==> config.mk <==
export PLATFORM = sky130hd
export DESIGN_NAME = gray_bin_counter_n
export DESIGN_NICKNAME = d
export VERILOG_FILES = /design/src/rtl/gray_bin_counter_n.sv
export SDC_FILE = /design/constraint.sdc
export NUM_CORES = 1
export LEC_CHECK = 0
export BUFFER_PORTS_ARGS = -buffer_cell sky130_fd_sc_hd__buf_2
export CORE_AREA = 4 4 41 43
export CTS_CLUSTER_DIAMETER = 30
export DETAILED_ROUTE_END_ITERATION = 12
export DIE_AREA = 0 0 45 47
export SYNTH_ARGS = -nofsm -noshare
export SYNTH_HDL_FRONTEND = slang
export SYNTH_SLANG_ARGS = --single-unit
==> constraint.sdc <==
create_clock -name clk -period 2.4 [get_ports clk]
set_input_delay 0.24 -clock clk [delete_from_list [all_inputs] [get_ports clk]]
set_output_delay 0.24 -clock clk [all_outputs]
set_load 0.01 [all_outputs]
==> src/rtl/gray_bin_counter_n.sv <==
// WIDTH-bit up/down counter with per-cycle binary/Gray output encoding, parallel load,
// wrap-or-saturate policy, and registered terminal-count and overflow flags.
module gray_bin_counter_n #(
    parameter int WIDTH = 3,
    parameter bit WRAP  = 1'b1
) (
    input  logic             clk,
    input  logic             reset,
    input  logic             en,
    input  logic             dir,
    input  logic             mode,
    input  logic             load,
    input  logic [WIDTH-1:0] load_val,
    output logic [WIDTH-1:0] count,
    output logic             tc,
    output logic             ovf
);

    localparam logic [WIDTH-1:0] MAX_IDX  = {WIDTH{1'b1}};
    localparam logic [WIDTH-1:0] ZERO_IDX = {WIDTH{1'b0}};

    function automatic logic [WIDTH-1:0] bin2gray(input logic [WIDTH-1:0] b);
        return b ^ (b >> 1);
    endfunction

    // Each binary bit is the XOR of all Gray bits at or above it.
    function automatic logic [WIDTH-1:0] gray2bin(input logic [WIDTH-1:0] g);
        logic [WIDTH-1:0] b;
        b[WIDTH-1] = g[WIDTH-1];
        for (int i = WIDTH - 2; i >= 0; i--) begin
            b[i] = b[i+1] ^ g[i];
        end
        return b;
    endfunction

    logic [WIDTH-1:0] idx_r;
    logic [WIDTH-1:0] idx_n_s;
    logic             ovf_n_s;
    logic [WIDTH-1:0] count_r;
    logic             tc_r;
    logic             ovf_r;

    // Next binary index and overflow: load beats enable; steps past an end wrap or block.
    always_comb begin
        idx_n_s = idx_r;
        ovf_n_s = 1'b0;
        if (load) begin
            if (mode) begin
                idx_n_s = gray2bin(load_val);
            end else begin
                idx_n_s = load_val;
            end
        end else if (en) begin
            if (dir) begin
                if (idx_r == MAX_IDX) begin
                    ovf_n_s = 1'b1;
                    if (WRAP) begin
                        idx_n_s = ZERO_IDX;
                    end else begin
                        idx_n_s = idx_r;
                    end
                end else begin
                    idx_n_s = idx_r + {{(WIDTH-1){1'b0}}, 1'b1};
                end
            end else begin
                if (idx_r == ZERO_IDX) begin
                    ovf_n_s = 1'b1;
                    if (WRAP) begin
                        idx_n_s = MAX_IDX;
                    end else begin
                        idx_n_s = idx_r;
                    end
                end else begin
                    idx_n_s = idx_r - {{(WIDTH-1){1'b0}}, 1'b1};
                end
            end
        end else begin
            idx_n_s = idx_r;
        end
    end

    // State and encoded output registers; outputs reflect the index after this edge.
    always_ff @(posedge clk) begin
        if (!reset) begin
            idx_r   <= ZERO_IDX;
            count_r <= ZERO_IDX;
            tc_r    <= 1'b0;
            ovf_r   <= 1'b0;
        end else begin
            idx_r   <= idx_n_s;
            count_r <= mode ? bin2gray(idx_n_s) : idx_n_s;
            tc_r    <= dir ? (idx_n_s == MAX_IDX) : (idx_n_s == ZERO_IDX);
            ovf_r   <= ovf_n_s;
        end
    end

    assign count = count_r;
    assign tc    = tc_r;
    assign ovf   = ovf_r;

endmodule

; Word-level counts from Yosys, hierarchy flattened
; Cells that the tools add are included.
[word_totals]
regBits = 8
out_inout_bits = 5
[classes]
n_addsub = 2
n_eq_ne = 2
mux = 11
bitwise_logic = 5
reduce_logical = 3
[ops]
columns = op, n
row1 = 3-bit 2-to-1 mux, 6
row2 = "3-bit equality test, second input constant", 2
row3 = 3-bit zero test, 2
row4 = 1-bit 2-to-1 mux, 4
row5 = "3-bit by 1-bit adder with 3-bit output, second input constant", 1
row6 = 3-bit OR reduction, 1
row7 = "3-bit by 1-bit subtractor with 3-bit output, second input constant", 1
row8 = 3-bit by 2-bit XOR with 3-bit output, 1
row9 = 2-bit 2-to-1 mux, 1
row10 = 1-bit NOT, 2
row11 = 1-bit XOR, 2

; Logic depth before layout (Yosys ltp)
[logic_depth]
ltp_word = 7
mapped_depth = 9

; Worst setup path before layout
; OpenSTA, ideal clock, no wires.
[synth_path]
path_type = reg2reg
start = register idx_r[0]
end = register tc_r, in the netlist tc
t_arrival_ns = 1.750
required_ns = 2.331
setup_slack_ns = 0.581
path_stages_with_launch = 8
n_path_buf = 0
period_less_slack_ns = 1.819
path_cell_list = dfxtp_1 > inv_1 > ha_1 > xnor2_1 > a211oi_2 > a21oi_2 > or4b_1 > o21ai_1
[synth_via]
elab_chain_len = 7
elab_cells_between_ends = 12
classes_between = 2 x add/sub / 2 x eq/ne / 6 x mux / 2 x reduce/logical
[synth_rtl]
columns = item, line_no
row1 = start: declaration, 36  ; logic [WIDTH-1:0] idx_r;
row2 = start signal: assignment, 90  ; idx_r <= idx_n_s;
row3 = "3-bit by 1-bit subtractor with 3-bit output, or another cell as far along", 74  ; idx_n_s = idx_r - {{(WIDTH-1){1'b0}}, 1'b1};
row4 = "3-bit 2-to-1 mux, on equally long branches", "66, 55"
row5 = 3-bit 2-to-1 mux (*), 54  ; if (dir) begin
row6 = 3-bit 2-to-1 mux (*), 53  ; end else if (en) begin
row7 = 3-bit 2-to-1 mux (*), 47  ; if (load) begin
row8 = named net idx_n_s[1], 37  ; logic [WIDTH-1:0] idx_n_s;
row9 = 3-bit equality test / 3-bit zero test (equally long branches), 92  ; tc_r <= dir ? (idx_n_s == MAX_IDX) : (idx_n_s == ZERO_IDX);
row10 = 1-bit 2-to-1 mux (*), 92
row11 = end signal: assignment, 92
row12 = end: declaration, 40  ; logic tc_r;
; The timed path passes the listed nets; every way through them passes the cells marked *.
; A chain may end at the register's enable or synchronous reset.

; Final worst setup path
; Same ends and word-level chain as after synthesis.

==> impl_metrics.py <==
metrics = {
    "run_status": {
        "outcome": "completed",
    },
    "worst_setup_path": {
        "cp.arrival_ps": 2120,
        "critical_path_class": "reg2reg",
        "worstPathMaxFanout": 5,
        "start_kind": "flop",
        "cp.required_ps": 2580,
        "r2r_cells": 7,
        "end_kind": "flop",
    },
    "floorplanning": {
        "die_area_um2": 2115,
        "io_pins": 14,
        "core_area_um2": 1301,
        "die_h_um": 47,
        "chipWidth_um": 45,
        "fp-row-count": 13,
        "start_util_pct": 36.73,
    },
    "sta": {
        "rsz0062_at_grt": "false",
        "post-route-period-util_pct": 80.63,
        "finalSetupViolCount": 0,
        "hold_viol": 0,
        "slew_violations": 0,
        "fin_skew_ps": 1.410,
        "max-slew-margin-rel_pct": 76.90,
        "final.setup.tns_ps": 0,
        "period_minus_slack_ps": 1935,
        "fin_ws_ps": 464.8,
        "worst_slew_pin_slew_ps": 344.4,
        "max_freq_mhz": 516.7,
    },
    "final_layout": {
        "diodes": 0,
        "nNetsFinal": 83,
        "nFillCells": 145,
        "syn_to_final_growth_pct": 19.11,
        "final_common_cell": "buf_2",
        "utilization_pct": 43.75,
        "final_cell_mix": "buf_2 (13), dfxtp_1 (7), ha_1 (5)",
        "drive_gt1_share_pct": 27.94,
    },
    "global_route": {
        "antenna_found_initial": 0,
        "grt_pass1_vias": 385,
        "grt_usage_pct": 10.51,
        "grt_overflow": 0,
        "grt_pass1_wl_um": 1593,
        "grt_max_degree": 9,
    },
    "route": {
        "route.final.wire_length_um": 905,
        "wl_per_cell_um": 10.90,
        "drt-initial-drc-count": 0,
        "viasPerCell": 5.024,
        "drc_errors": 0,
        "dr_total_vias": 417,
        "drt_pre_antenna_iters": 1,
        "postRouteAntennaNets": 0,
    },
    "synthesis": {
        "syn_nets": 67,
        "netlist_top_cells_area": "dfxtp_1 (29%), ha_1 (13%), xor2_1 (7.3%), o211a_1 (4.2%), and2_1 (3.9%)",
        "synth-warning-count": 0,
        "synth_ff_type": "dfxtp_1",
        "synth_top_area_share_pct": 29.32,
        "synth_edf_count": 0,
        "synth_area_um2": 478.0,
        "avgSynthCellArea_um2": 9.018,
        "synth_cell_types": 27,
        "synth-seq-area-share_pct": 29.32,
        "syn_inst": 53,
        "synth-seq-cells": 7,
        "yosys.area.top_type": "dfxtp_1",
        "synthArstFlopShare_pct": 0,
    },
    "cts": {
        "clockBufferDepth": 2,
        "clk_latency_ps": 250,
        "post_cts_buffers": 0,
        "cts-resized-gates": 0,
        "cts.sinks": 7,
        "postCtsHoldBufs": 0,
        "cts_made_buffers": 3,
        "cts_htree_levels": 1,
        "clockRootBuffer": "clkbuf_4",
        "cts_tree": "built",
        "path_clk_slew_ps": 50,
    },
    "worst_hold_path": {
        "min_path_cells": 2,
        "hold_class": "in2reg",
    },
    "placement": {
        "place.gp.congestion": 0.7240,
        "hpwl_um": 747.5,
        "pre_cts_slack_ps": 462.3,
        "portBuffers": 13,
    },
    "power": {
        "leakage_uw": 0.0002752,
        "power_density_nw_per_um2": 576.4,
        "fin_total_pwr_uw": 328.2,
        "ir_drop_uv": 283.9,
    },
    "run": {
        "cap_violations": 0,
    },
}
power by group:
part	switching [uW]	total [uW]	internal (uW)
logic	47.9	89.5	41.5
registers	6.24	133	127
clock network	42.0	105	63.4
total	96.2	328	232
state kept, by name, indices dropped and copies added (netlist names):
signal	flops
idx_r	3
count	2
ovf	1
tc	1
cell type report:
| type | instances | area [um^2] | area share (%) |
|---|---|---|---|
| sequential | 7 | 140.1 | 24.62 |
| timing repair buffer | 13 | 65.06 | 11.43 |
| inverter | 4 | 15.01 | 2.637 |
| clock buffer | 4 | 26.28 | 4.615 |
| tap | 15 | 18.77 | 3.297 |
| multi-input combinational | 40 | 304.0 | 53.41 |
cell families (layout without fill, tap and decap cells):
family	after synthesis	count (layout)	synth area share, %
fa+ha+maj	5	5	13.09
flops	7	7	29.32
simple gates	18	18	21.99
buf+inv	6	21	7.068
compound gates	12	12	19.37
xor+xnor	5	5	9.162
cell usage after synthesis, drive strengths merged, types with 2 or more instances:
cell    n
a211oi  2
xor2    4
inv     4
ha      5
buf     2
nor3    2
dfxtp   7
o211a   2
nand2   4
o21ai   3
nand2b  2
nand3   2
a21oi   2
and2    4
worst max-delay path, stage by stage, from the launching register on:
cell and delay, ps:
dfxtp_1 380, inv_1 80, ha_1 310, xnor2_1 150, a211oi_2 250, a21oi_2 90
or4b_1 500, o21ai_1 120
per-stage QoR:
stage          cell area (um^2)  hold WS (ps)  std cells
2_1_floorplan             478.0         361.7         53
3_3_place_gp              543.0         535.5         79
3_5_place_dp              543.0         538.3         79
4_1_cts                   569.3         272.7         83
5_1_grt                   569.3         287.5         83
6_report                  569.3         281.0         83
routing by layer:
layer	GRT usage (%)	vias to the layer above	routed length, um
met3	4.981	0	52
met5	0	-	0
li1	-	217	-
met1	11.16	189	395
met4	5.848	0	0
met2	17.23	11	457
final timing paths:
kind | from | to | slack, ps
max reg2reg | idx_r[0]$_SDFF_PN0_ | tc$_SDFF_PN0_ | 460
min reg2reg | idx_r[0]$_SDFF_PN0_ | tc$_SDFF_PN0_ | 830
min | reset | count[0]$_SDFF_PN0_ | 280
max | idx_r[0]$_SDFF_PN0_ | tc$_SDFF_PN0_ | 460
(Power assumes the default switching activity.)
